`config.mk`:
```
export PLATFORM = sky130hd
export DESIGN_NAME = ddr_emif_arbiter
export DESIGN_NICKNAME = d
export VERILOG_FILES = /design/src/rtl/ddr_emif_arbiter.sv
export SDC_FILE = /design/constraint.sdc
export NUM_CORES = 1
export LEC_CHECK = 0
export CAP_MARGIN = 15
export CORE_AREA = 2 2 567 569
export CTS_BUF_LIST = sky130_fd_sc_hd__clkbuf_4 sky130_fd_sc_hd__clkbuf_8 sky130_fd_sc_hd__clkbuf_16
export DETAILED_ROUTE_END_ITERATION = 6
export DIE_AREA = 0 0 569 571
export PLACE_DENSITY_LB_ADDON = 0.08
export RECOVER_POWER = 50
export REMOVE_ABC_BUFFERS = 1
export SYNTH_ARGS = -nofsm -noshare
export SYNTH_HDL_FRONTEND = slang
export SYNTH_SLANG_ARGS = --single-unit
```
`constraint.sdc`:
```
create_clock -name ddr_emif_clk -period 3.8 [get_ports ddr_emif_clk]
set_input_delay 0.76 -clock ddr_emif_clk [delete_from_list [all_inputs] [get_ports ddr_emif_clk]]
set_output_delay 0.76 -clock ddr_emif_clk [all_outputs]
set_load 0.02 [all_outputs]
```
`src/rtl/ddr_emif_arbiter.sv`:
```
// rtl/ddr_emif_arbiter.sv - two-port DDR EMIF command arbiter with owner-tag read routing
//
// Purpose: shares one Avalon-MM EMIF port between r0 (read-only pattern fetch,
// high priority) and r1 (read/write pattern loader, bounded-starvation fairness).
// Write bursts from r1 are kept atomic. Read data is routed in order to the
// issuing requester through an owner/beat tag FIFO.
//
// Ports:
//   ddr_emif_clk, ddr_emif_rst_n    clock, asynchronous active-low reset
//   r0_*                            r0 read command, waitrequest, read data return
//   r1_*                            r1 read/write command, waitrequest, read data return
//   ddr_emif_ready/read_data/rddata_valid   EMIF status and read return
//   ddr_emif_read/write/addr/write_data/byte_enable/burst_count   EMIF command
//   err_orphan                      sticky: read data arrived with no outstanding tag
module ddr_emif_arbiter #(
  parameter  int ADDR_W     = 22,
  parameter  int DATA_W     = 256,
  parameter  int BURST_W    = 5,
  parameter  int TAG_DEPTH  = 8,
  parameter  int MAX_STREAK = 4,
  localparam int BE_W       = DATA_W / 8
) (
  input  logic               ddr_emif_clk,
  input  logic               ddr_emif_rst_n,
  input  logic               r0_read,
  input  logic [ADDR_W-1:0]  r0_addr,
  input  logic [BURST_W-1:0] r0_burst_count,
  output logic               r0_waitrequest,
  output logic [DATA_W-1:0]  r0_rddata,
  output logic               r0_rddata_valid,
  input  logic               r1_read,
  input  logic               r1_write,
  input  logic [ADDR_W-1:0]  r1_addr,
  input  logic [BURST_W-1:0] r1_burst_count,
  input  logic [DATA_W-1:0]  r1_write_data,
  input  logic [BE_W-1:0]    r1_byte_enable,
  output logic               r1_waitrequest,
  output logic [DATA_W-1:0]  r1_rddata,
  output logic               r1_rddata_valid,
  input  logic               ddr_emif_ready,
  input  logic [DATA_W-1:0]  ddr_emif_read_data,
  input  logic               ddr_emif_rddata_valid,
  output logic               ddr_emif_read,
  output logic               ddr_emif_write,
  output logic [ADDR_W-1:0]  ddr_emif_addr,
  output logic [DATA_W-1:0]  ddr_emif_write_data,
  output logic [BE_W-1:0]    ddr_emif_byte_enable,
  output logic [BURST_W-1:0] ddr_emif_burst_count,
  output logic               err_orphan
);

  localparam int SW = $clog2(MAX_STREAK + 1);
  localparam int PW = $clog2(TAG_DEPTH);
  localparam int CW = PW + 1;

  typedef enum logic [1:0] {ARB_IDLE, ARB_R0, ARB_R1, ARB_WR_BURST} arb_state_t;

  arb_state_t         r_state, w_state_nxt, w_arb;
  logic [SW-1:0]      r_streak, w_streak_inc, w_streak_arb;
  logic [BURST_W-1:0] r_beats, r_wr_bc;
  logic [ADDR_W-1:0]  r_wr_addr;
  logic [PW-1:0]      r_wr_ptr, r_rd_ptr;
  logic [CW-1:0]      r_tag_cnt;
  logic               r_tag_owner [TAG_DEPTH];
  logic [BURST_W-1:0] r_tag_beats [TAG_DEPTH];

  logic               w_r1_req, w_tag_full, w_tag_empty;
  logic               w_acc0, w_acc1, w_beat_acc, w_last_beat;
  logic [BURST_W-1:0] w_r0_beats, w_r1_beats, w_push_beats;
  logic               w_push, w_pop, w_head_owner, w_rd_hit;

  assign w_r1_req    = r1_read | r1_write;
  assign w_tag_full  = (r_tag_cnt == CW'(TAG_DEPTH));
  assign w_tag_empty = (r_tag_cnt == '0);

  // A zero burst count is illegal; count it as a single beat.
  assign w_r0_beats = (r0_burst_count == '0) ? BURST_W'(1) : r0_burst_count;
  assign w_r1_beats = (r1_burst_count == '0) ? BURST_W'(1) : r1_burst_count;

  assign w_acc0      = (r_state == ARB_R0) && r0_read && ddr_emif_ready && !w_tag_full;
  assign w_acc1      = (r_state == ARB_R1) && w_r1_req && ddr_emif_ready && !(r1_read && w_tag_full);
  assign w_beat_acc  = (r_state == ARB_WR_BURST) && r1_write && ddr_emif_ready;
  assign w_last_beat = w_beat_acc && (r_beats == BURST_W'(1));

  // Arbitration uses the streak value including the r0 accept happening now,
  // so r1 gets the slot right after the MAX_STREAK-th consecutive r0 accept.
  assign w_streak_inc = (w_acc0 && w_r1_req && (r_streak != SW'(MAX_STREAK)))
                        ? r_streak + SW'(1) : r_streak;
  assign w_streak_arb = w_r1_req ? w_streak_inc : '0;
  assign w_arb = (w_r1_req && ((w_streak_arb == SW'(MAX_STREAK)) || !r0_read)) ? ARB_R1 :
                 (r0_read ? ARB_R0 : ARB_IDLE);

  assign w_push       = w_acc0 || (w_acc1 && r1_read);
  assign w_push_beats = w_acc0 ? w_r0_beats : w_r1_beats;
  assign w_head_owner = r_tag_owner[r_rd_ptr];
  assign w_rd_hit     = ddr_emif_rddata_valid && !w_tag_empty;
  assign w_pop        = w_rd_hit && (r_tag_beats[r_rd_ptr] == BURST_W'(1));

  assign r0_rddata       = ddr_emif_read_data;
  assign r1_rddata       = ddr_emif_read_data;
  assign r0_rddata_valid = w_rd_hit && !w_head_owner;
  assign r1_rddata_valid = w_rd_hit &&  w_head_owner;

  always_comb begin
    w_state_nxt          = r_state;
    ddr_emif_read        = 1'b0;
    ddr_emif_write       = 1'b0;
    ddr_emif_addr        = '0;
    ddr_emif_write_data  = '0;
    ddr_emif_byte_enable = '0;
    ddr_emif_burst_count = '0;
    r0_waitrequest       = 1'b1;
    r1_waitrequest       = 1'b1;
    case (r_state)
      ARB_IDLE: w_state_nxt = w_arb;
      ARB_R0: begin
        ddr_emif_read        = r0_read;
        ddr_emif_addr        = r0_addr;
        ddr_emif_burst_count = r0_burst_count;
        r0_waitrequest       = !ddr_emif_ready || (r0_read && w_tag_full);
        if (w_acc0)        w_state_nxt = w_arb;
        else if (!r0_read) w_state_nxt = ARB_IDLE;
      end
      ARB_R1: begin
        ddr_emif_read        = r1_read;
        ddr_emif_write       = r1_write;
        ddr_emif_addr        = r1_addr;
        ddr_emif_write_data  = r1_write_data;
        ddr_emif_byte_enable = r1_byte_enable;
        ddr_emif_burst_count = r1_burst_count;
        r1_waitrequest       = !ddr_emif_ready || (r1_read && w_tag_full);
        if (w_acc1)
          w_state_nxt = (r1_write && (w_r1_beats > BURST_W'(1))) ? ARB_WR_BURST : w_arb;
        else if (!w_r1_req)
          w_state_nxt = ARB_IDLE;
      end
      ARB_WR_BURST: begin
        // Address and burst count stay at the first-beat values.
        ddr_emif_write       = r1_write;
        ddr_emif_addr        = r_wr_addr;
        ddr_emif_write_data  = r1_write_data;
        ddr_emif_byte_enable = r1_byte_enable;
        ddr_emif_burst_count = r_wr_bc;
        r1_waitrequest       = !ddr_emif_ready;
        if (w_last_beat) w_state_nxt = w_arb;
      end
      default: w_state_nxt = ARB_IDLE;
    endcase
  end

  always_ff @(posedge ddr_emif_clk or negedge ddr_emif_rst_n) begin
    if (!ddr_emif_rst_n) begin
      r_state    <= ARB_IDLE;
      r_streak   <= '0;
      r_beats    <= '0;
      r_wr_addr  <= '0;
      r_wr_bc    <= '0;
      r_wr_ptr   <= '0;
      r_rd_ptr   <= '0;
      r_tag_cnt  <= '0;
      err_orphan <= 1'b0;
    end else begin
      r_state  <= w_state_nxt;
      r_streak <= ((w_state_nxt == ARB_R1) || !w_r1_req) ? '0 : w_streak_inc;
      if (w_acc1 && r1_write) begin
        r_beats   <= w_r1_beats - BURST_W'(1);
        r_wr_addr <= r1_addr;
        r_wr_bc   <= r1_burst_count;
      end else if (w_beat_acc) begin
        r_beats <= r_beats - BURST_W'(1);
      end
      if (w_push) r_wr_ptr <= r_wr_ptr + PW'(1);
      if (w_pop)  r_rd_ptr <= r_rd_ptr + PW'(1);
      r_tag_cnt <= r_tag_cnt + CW'(w_push) - CW'(w_pop);
      if (ddr_emif_rddata_valid && w_tag_empty) err_orphan <= 1'b1;
    end
  end

  // Tag storage needs no reset: entries are only read when the count says valid.
  // Push never targets the head entry while it is live, since a full FIFO blocks pushes.
  always_ff @(posedge ddr_emif_clk) begin
    if (w_push) begin
      r_tag_owner[r_wr_ptr] <= (r_state == ARB_R1);
      r_tag_beats[r_wr_ptr] <= w_push_beats;
    end
    if (w_rd_hit && !w_pop) r_tag_beats[r_rd_ptr] <= r_tag_beats[r_rd_ptr] - BURST_W'(1);
  end

endmodule

```
==> metrics, run 1 <==
EDFF count, synth=48; switching power=8.61 mW; Synth Register Bits=96; vias in the first global route=12300; Slew headroom=-0.460; Post-CTS Hold Buffers=0; Area Growth Syn to Fin=92.6%; fraction of layout cells with a size suffix above 1=0.234; placed cell count=5715; setup slack on the worst flop-to-flop path=0.49 ns; WP data arrival=2.89 ns; Initial Util=0.0360; core footprint=0.319 sq mm; Worst Skew=0.0258 ns; WP data required=3.04 ns; cell count after synthesis=1336; Post-Place Worst Slack=0.183 ns; Via density=2.45; CTS root buf=clkbuf_16; syn avg cell area=8.61 sq um; Final nets=2158; Synth area leaders=buf_4 (33%), and2_1 (16%), edfxtp_1 (13%); fill cell count=37200; Reg power frac=0.106; pin count of the biggest net entering global routing=69; failing checks=max-capacitance violations, max-slew violations; sequential fraction of the synthesis area=0.230; Peak VDD IR=0.000352 V; Final GP Congestion=0.992; CTS tree=done; final setup margin=0.155 ns; Clk pin slew, worst setup/hold paths=0.09 ns; initial antenna violation count=237; startpoint types=flip-flop; Sw Share=0.528; vias=14300; HPWL Detailed=368000 um; worst-path fanout max=16; Die Y=571 um; PortBufs=670; combinational share of power=0.826; post-route antenna net violation count=0; max cap viols=1; Hold Vio Cnt, Final=0; Die W=569 um; Boundary Pins=1439; max-slew violation count=30; Power per Cell Area=737 mW/mm^2; Pleak=7.05 nW; final non-filler cell total=5814; most frequent cell after synthesis=buf_4; CP endpoint kind=output port; Synth cell types=68; area leader, netlist=buf_4; Final setup viols=0; clock latency on the worst-skew pair=0.44 ns; most common flop cell mapped by yosys=edfxtp_1; Pre-antenna DRT Iters=5; GRT Overall Usage=0.240; die area=0.325 sq mm; DRT iter0 DRCs=1792; worst hold path class=reg -> reg; worst-margin pin slew=2.19 ns; clock power share=0.068; kind of critical path=reg -> out; total wire length=401000 um; CTS H-tree lvls=3; num rows=208; CTS buffer count=9; fmax=274 MHz; deepest clock path buffer count=2; drc violations=0; cell-internal power=7.70 mW; ys async rst share=0.500; Tcrit/Tclk final=0.959; total gr overflow=0; unrepaired setup endpoints after global routing=no; Synth Warn #=0; Synth Cell Area=0.0115 sq mm; minimum clock period=3.65 ns; CTS Sinks=96; drt wl/cell=69.0 um; status=finished with violations; global-route wire length before repair=433000 um; synth cell count leaders=buf_4 (512), and2_1 (291), dfrtp_1 (48), edfxtp_1 (48); Synth top area share=0.334
[timing repair]
item / 4_1_cts / 5_1_grt
setup endpoints to repair: 75 / 1
cloned: 0 / 0
pin swaps: 2 / 0
gates resized for setup: 18 / 1
hold endpoints to repair: 0 / 0
buffers inserted: 6 / 0
[per-stage QoR]
| stage | utilization | hold WS, ns | area [sq um] | total power [mW] | TNS [ns] |
|---|---|---|---|---|---|
| floorplan | - | 0.451 | 7370 | 6.11 | -121.21 |
| global placement | 0.0676 | 0.479 | 21600 | 15.6 | 0 |
| detailed placement | 0.0676 | 0.479 | 21600 | 15.5 | 0 |
| CTS | 0.0687 | 0.458 | 21900 | 16.8 | -0.00519 |
| global route | 0.0692 | 0.529 | 22100 | 17.1 | 0 |
| finish | 0.0693 | 0.499 | 22100 | 16.3 | 0 |
[power by group through the flow]
stage	combinational [mW]	clock, mW	sequential, mW
floorplan	4.42	0	1.69
global placement	13.8	0	1.77
detailed placement	13.8	0	1.75
CTS	13.9	1.18	1.73
global route	14.1	1.19	1.78
finish	13.5	1.11	1.74
[metal layers]
layer,global-route usage,part of all wire,wire length (um),vias to the layer above
li1,-,-,-,4370
met1,0.144,0.23,90500,6438
met2,0.391,0.46,183000,2836
met3,0.305,0.26,103000,503
met4,0.0716,0.037,14800,118
met5,0.193,0.023,9320,-
[registers in the layout (all words and copies together), names as in the netlist]
signal,flops
r_wr_ptr,3
r_wr_bc,5
err_orphan,1
r_tag_owner,8
r_beats,5
r_rd_ptr,3
r_streak,3
r_tag_cnt,4
r_wr_addr,22
r_tag_beats,40
r_state,2
[kinds of logic after synthesis]
family / count (synthesis) / share of synthesized area
flip-flops: 96 / 0.230
AO/OA/AOI/OAI: 90 / 0.0626
multiplexers: 87 / 0.0850
AND/OR/NAND/NOR: 426 / 0.219
adder cells (fa/ha/maj): 21 / 0.0235
XOR/XNOR: 18 / 0.0137
buffers and inverters: 598 / 0.366
[layout make-up]
type                       count  area, sq um  area share
timing repair buffer         762         8980       0.405
clock buffer                  10          233      0.0105
clock inverter                 6         75.1     0.00339
tap                         4200         5260       0.237
multi-input combinational    642         4680       0.212
antenna                       77          193     0.00870
sequential                    96         2650       0.120
inverter                      21         78.8     0.00356
[critical path: stages, from the launching register on]
cell	delay (ns)
dfrtp_2	0.40
inv_1	0.09
ha_4	0.23
buf_8	0.18
a222oi_1	1.04
buf_4	0.27
nor2_1	0.07
buf_12	0.15
[worst paths after layout]
check                                   startpoint                endpoint  cells past startpoint
hold reg to reg             err_orphan$_DFFE_PN0P_  err_orphan$_DFFE_PN0P_                      1
hold / removal              err_orphan$_DFFE_PN0P_  err_orphan$_DFFE_PN0P_                      1
setup / recovery              r_state[0]$_DFF_PN0_        ddr_emif_addr[8]                      7
setup reg to reg           r_rd_ptr[1]$_DFFE_PN0P_  r_tag_cnt[1]$_DFF_PN0_                     12
min in group asynchronous           ddr_emif_rst_n  r_wr_bc[0]$_DFFE_PN0P_                      1
max in group asynchronous           ddr_emif_rst_n    r_state[0]$_DFF_PN0_                      1
[cells in the final DEF (no fill, tap or decap), types with 3 or more instances in the layout]
cell type / count
a21boi_0: 3
xnor2_1: 14
xor2_1: 4
edfxtp_1: 48
clkdlybuf4s50_1: 477
a211oi_1: 4
nand2_1: 29
inv_1: 19
nor2_1: 46
nor3_1: 11
nor3b_1: 3
mux2_2: 37
a21oi_1: 10
a222oi_1: 27
nor2b_1: 5
dlygate4sd2_1: 11
and2_1: 291
o21ai_1: 3
nand2b_1: 5
o21ai_0: 12
mux2i_1: 44
nand3_1: 7
nor4_1: 3
and3_1: 3
nand4_2: 3
nand3_2: 3
buf_12: 163
dfrtp_2: 3
buf_4: 107
a221oi_1: 4
diode_2: 77
ha_2: 3
dfrtp_1: 45
ha_1: 16
clkbuf_16: 9
Note: power is estimated with default switching activity, not from simulation.
==> inputs of run 2 (changes only) <==
==> config.mk (replaced) <==
export PLATFORM = sky130hd
export DESIGN_NAME = ddr_emif_arbiter
export DESIGN_NICKNAME = d
export VERILOG_FILES = /design/src/rtl/ddr_emif_arbiter.sv
export SDC_FILE = /design/constraint.sdc
export NUM_CORES = 1
export LEC_CHECK = 0
export CAP_MARGIN = 20
export CORE_AREA = 2 2 567 569
export DETAILED_ROUTE_END_ITERATION = 6
export DIE_AREA = 0 0 569 571
export PLACE_DENSITY_LB_ADDON = 0.08
export RECOVER_POWER = 50
export REMOVE_ABC_BUFFERS = 1
export SETUP_SLACK_MARGIN = 0.02
export SYNTH_ARGS = -nofsm -noshare
export SYNTH_HDL_FRONTEND = slang
export SYNTH_SLANG_ARGS = --single-unit
==> run 2 against run 1 <==
Net effect: the flow still finishes with violations (max-capacitance violations, max-slew violations); first-iteration DRC count rose by 7.5%; global-route usage about the same; sequential share of layout area barely moved; setup slack better by 0.0086 ns.
==> metrics, run 2 (same netlist as run 1, synthesis figures left out) <==
status=finished with violations; failing checks=max-capacitance violations, max-slew violations; most common cell after layout, fill and taps aside=clkdlybuf4s50_1; initial antenna violation count=238 (+0.42%); Pleak=7.00 nW (-0.66%); FF-to-FF path depth=12 (unchanged); core footprint=0.319 sq mm (unchanged); Worst Skew=0.0246 ns (-0.00120 ns); CTS tree=done; total gr overflow=0 (unchanged); Area Growth Syn to Fin=92.3%; num rows=208 (unchanged); Peak VDD IR=0.000350 V (-0.51%); RR Startpoint=r_rd_ptr[1]$_DFFE_PN0P_; most frequent cells in the layout=clkdlybuf4s50_1 (486), and2_1 (291), buf_12 (162), buf_4 (102), edfxtp_1 (48); Hold Vio Cnt, Final=0 (unchanged); deepest clock path buffer count=2 (unchanged); clock latency on the worst-skew pair=0.44 ns (about the same); HPWL Detailed=368000 um (unchanged); WP data arrival=2.88 ns (about the same); total wire length=401000 um (about the same); Clk pin slew, worst setup/hold paths=0.09 ns (about the same); max cap viols=1 (unchanged); post-route antenna net violation count=0 (unchanged); Pre-antenna DRT Iters=5 (unchanged); Top reg by flops=r_tag_beats; Crit Reg-Reg Endpoint=r_tag_cnt[1]$_DFF_PN0_; Final nets=2156 (-0.093%); vias=14200 (-0.36%); Tcrit/Tclk final=0.957 (-0.00228); DRT iter0 DRCs=1927 (+7.5%); WP data required=3.04 ns (about the same); worst-path fanout max=68 (+52); drc violations=0 (unchanged); worst-margin pin slew=2.13 ns (-0.0610 ns); setup slack on the worst flop-to-flop path=0.50 ns (about the same); kind of critical path=reg -> out; beginning of the worst hold path=err_orphan$_DFFE_PN0P_; Final GP Congestion=0.992 (unchanged); startpoint types=flip-flop; Boundary Pins=1439 (unchanged); die area=0.325 sq mm (unchanged); Via density=2.45 (-0.14%); number of flip-flops in the largest register=40 (unchanged); CTS H-tree lvls=3 (unchanged); drt wl/cell=69.1 um (+0.14%); CTS root buf=clkbuf_16; Slew headroom=-0.419 (+0.0406); PortBufs=670 (unchanged); pin count of the biggest net entering global routing=69 (unchanged); fraction of layout cells with a size suffix above 1=0.232 (-0.00165); Worst Hold Depth=1 (unchanged); Initial Util=0.0360 (unchanged); minimum clock period=3.64 ns (-0.00865 ns); Largest regs=r_tag_beats (40), r_wr_addr (22), r_tag_owner (8); Die Y=571 um (unchanged); fmax=275 MHz (+0.24%); CP endpoint kind=output port; placed cell count=5715 (unchanged); WHS Endpoint=err_orphan$_DFFE_PN0P_; Power per Cell Area=737 mW/mm^2 (+0.12%); worst hold path class=reg -> reg; vias in the first global route=12300 (+0.0081%); final non-filler cell total=5801 (-0.22%); max-slew violation count=30 (unchanged); global-route wire length before repair=433000 um (about the same); unrepaired setup endpoints after global routing=no; Final setup viols=0 (unchanged); CTS buffer count=9 (unchanged); Fin Hold WS=0.495 ns (-0.00477 ns); Die W=569 um (unchanged); GRT Overall Usage=0.239 (about the same); CTS Sinks=96 (unchanged)
## run 2: layout make-up
| cell class | instances | area (sq um) |
|---|---|---|
| antenna | 66 | 165 |
| clock buffer | 10 | 229 |
| clock inverter | 6 | 75.1 |
| fill | 37200 | 297000 |
| inverter | 21 | 78.8 |
| multi-input combinational | 642 | 4680 |
| sequential | 96 | 2650 |
| tap | 4200 | 5260 |
| timing repair buffer | 760 | 8980 |
## run 2: per-layer routing
layer,vias up,part of all wire,track usage
met4,110,0.037,0.0734
met5,-,0.022,0.187
li1,4344,-,-
met3,468,0.26,0.304
met1,6420,0.23,0.145
met2,2871,0.46,0.390
## run 2: through the flow
stage / util / setup TNS (ns) / setup slack [ns] / instance area, sq um / power, mW
after floorplan: - / -121.21 / -0.569 / 7370 / 6.11
after global placement: 0.0676 / 0 / 0.191 / 21600 / 15.6
after detailed placement: 0.0676 / 0 / 0.183 / 21600 / 15.5
after CTS: 0.0687 / 0 / 0.0341 / 21900 / 16.8
after global routing: 0.0691 / 0 / 0.0257 / 22100 / 17.1
final: 0.0692 / 0 / 0.164 / 22100 / 16.3
## run 2: critical path, cell delays in order (launching register included)
cell,delay [ns]
dfrtp_2,0.43
inv_1,0.12
ha_4,0.18
or2_4,0.32
buf_16,0.32
and2_1,0.25
clkdlybuf4s50_1,0.74
## run 2: power breakdown
group / internal (mW) / switching (mW)
clock network: 0.523 / 0.573
registers: 1.47 / 0.265
logic: 5.70 / 7.77
## run 2: worst max path at each step
stage               cells after the start  slack (ns)                       end            startpoint
global route                            6        0.03  ddr_emif_write_data[204]  r_state[0]$_DFF_PN0_
floorplan                               4       -0.57            r1_waitrequest  r_state[0]$_DFF_PN0_
CTS                                     7        0.03          ddr_emif_addr[8]  r_state[1]$_DFF_PN0_
finish                                  6        0.16  ddr_emif_write_data[204]  r_state[0]$_DFF_PN0_
global placement                        5        0.19          ddr_emif_addr[8]            r1_addr[8]
detailed placement                      5        0.18          ddr_emif_addr[8]            r1_addr[8]
## run 2: repair_timing
item | in CTS | in global routing
endpoints found under the setup margin | 92 | 2
setup buffers | 4 | 0
hold buffers | 0 | 0
gates resized for setup | 11 | 2
pin swaps | 2 | 0
==> inputs of run 3 (changes only) <==
==> constraint.sdc (replaced) <==
create_clock -name ddr_emif_clk -period 3.83 [get_ports ddr_emif_clk]
set_input_delay 0.766 -clock ddr_emif_clk [delete_from_list [all_inputs] [get_ports ddr_emif_clk]]
set_output_delay 0.766 -clock ddr_emif_clk [all_outputs]
set_load 0.02 [all_outputs]
==> run 3 against run 2 <==
Net effect: the run ends with antenna violations, max-capacitance violations, max-slew violations left; critical path depth is the same; via count grew 0.50%; non-clock buffer count is the same; clock power grew 5%; global-route usage is essentially flat; core utilization is essentially flat; flip-flop and latch count is the same; setup slack lost 0.075 ns.
==> metrics, run 3 (same netlist as run 1, synthesis figures left out) <==
final non-filler cell total=5807 (+0.10%); met1 usage=0.146 (+0.00126); initial antenna violation count=232 (-2.5%); worst hold path class=reg -> reg; Largest regs=r_tag_beats (40), r_wr_addr (22), r_tag_owner (8); Final nets=2156 (unchanged); drt wl/cell=69.2 um (+0.13%); Pleak=7.04 nW (+0.62%); Power per Cell Area=735 mW/mm^2 (-0.38%); startpoint types=flip-flop; pin count of the biggest net entering global routing=80 (+16%); Area Growth Syn to Fin=92.7%; number of flip-flops in the largest register=40 (unchanged); DRT iter0 DRCs=1630 (-15%); met3 Use GR=0.302 (-0.00134); worst-path fanout max=79 (+16%); vias in the first global route=12300 (+0.28%); Post-Place Worst Slack=0.377 ns (+0.194 ns); total gr overflow=0 (unchanged); Hold Vio Cnt, Final=0 (unchanged); Die Y=571 um (unchanged); fraction of layout cells with a size suffix above 1=0.229 (-0.00261); global-route wire length before repair=434000 um (+0.18%); CTS Sinks=96 (unchanged); fmax=267 MHz; num rows=208 (unchanged); CP endpoint kind=output port; Final setup viols=0 (unchanged); Boundary Pins=1439 (unchanged); PortBufs=670 (unchanged); final setup margin=0.0890 ns (-0.0745 ns); GR peak layer=met2; Placed Area=0.0216 sq mm (about the same); Fin Hold WS=0.489 ns (-0.00578 ns); Worst Skew=0.0212 ns (-0.00341 ns); Setup Total Neg Slack=0 ns (unchanged); HPWL Detailed=368000 um (about the same); CTS root buf=clkbuf_16; post-route cell area=0.0222 sq mm (+0.20%); CTS tree=done; Clk pin slew, worst setup/hold paths=0.09 ns (about the same); Tcrit/Tclk final=0.977; Final Util=0.0694 (+0.000141); failing checks=antenna violations, max-capacitance violations, max-slew violations; kind of critical path=reg -> out; Tot Pwr=16.3 mW (-0.18%); Pre-antenna DRT Iters=7 (+2); post-route antenna net violation count=2 (+2); Final GP Congestion=1.01 (+1.5%); deepest clock path buffer count=2 (unchanged); Post-CTS Hold Buffers=0 (unchanged); GRT Overall Usage=0.240 (+0.000355); WP data required=3.06 ns (+0.02 ns); die area=0.325 sq mm (unchanged); max cap viols=1 (unchanged); CTS buffer count=9 (unchanged); Via density=2.46 (+0.40%); core footprint=0.319 sq mm (unchanged); max-slew violation count=49 (+63%); clock latency on the worst-skew pair=0.43 ns (about the same); status=finished with violations; unrepaired setup endpoints after global routing=yes; total wire length=402000 um (+0.24%); minimum clock period=3.74 ns; CTS H-tree lvls=3 (unchanged); Die W=569 um (unchanged); Peak VDD IR=0.000294 V (-16%); vias=14300 (+0.50%); placed cell count=5713 (-0.035%); met2 usage=0.385 (-0.00513); Slew headroom=-0.269 (+0.151); Top reg by flops=r_tag_beats; WP data arrival=2.97 ns (+0.09 ns); most common cell after layout, fill and taps aside=clkdlybuf4s50_1; drc violations=0 (unchanged); most frequent cells in the layout=clkdlybuf4s50_1 (488), and2_1 (291), buf_12 (165), buf_4 (102), edfxtp_1 (48); Initial Util=0.0360 (unchanged); worst-margin pin slew=1.90 ns (-0.226 ns)
run 3: changes by cell type in the layout (fill, tap and decap cells not counted), sizes merged:
cell           change
clkbuf             -2
inv                -1
dlygate4sd2        -2
clkdlybuf4s50      +2
diode              +6
bufinv             +1
dlymetal6s2s       +2
run 3: final cells by class:
cell class / count / area (sq um)
Inverter: 21 / 78.8
Sequential cell: 96 / 2640
Timing Repair Buffer: 760 / 9000
Antenna cell: 72 / 180
Clock inverter: 6 / 92.6
Multi-Input combinational cell: 642 / 4680
Clock buffer: 10 / 229
Fill cell: 37200 / 297000
Tap cell: 4200 / 5260
run 3: path summary, 6_finish.rpt:
check	start	cells after the start	endpoint	slack, ns
hold reg to reg	err_orphan$_DFFE_PN0P_	1	err_orphan$_DFFE_PN0P_	0.49
setup / recovery	r_state[0]$_DFF_PN0_	6	ddr_emif_write_data[125]	0.09
hold / removal	err_orphan$_DFFE_PN0P_	1	err_orphan$_DFFE_PN0P_	0.49
max in group asynchronous	ddr_emif_rst_n	2	r_rd_ptr[2]$_DFFE_PN0P_	1.65
min in group asynchronous	ddr_emif_rst_n	2	r_wr_bc[0]$_DFFE_PN0P_	0.89
setup reg to reg	r_rd_ptr[1]$_DFFE_PN0P_	11	r_tag_cnt[1]$_DFF_PN0_	0.50
run 3: routing by layer:
layer / vias to the layer above / routed length, um
met5: - / 8880
met4: 122 / 18900
met3: 487 / 104000
met2: 2849 / 179000
met1: 6476 / 91200
li1: 4350 / -
run 3: power by group:
part,switching (mW),internal (mW)
registers,0.282,1.46
clock network,0.571,0.580
logic,7.73,5.66
total,8.58,7.70
run 3: what timing repair did:
action / in CTS / in global routing
gates resized for setup: 1 / 3
buffers inserted: 6 / 0
pin swaps: 0 / 0
setup endpoints to repair: 63 / 5
run 3: critical path, stage by stage, from the launching register on:
cell             delay (ns)
dfrtp_1                0.51
inv_1                  0.16
ha_2                   0.21
or2_4                  0.26
buf_12                 0.35
and2_1                 0.29
clkdlybuf4s50_1        0.71
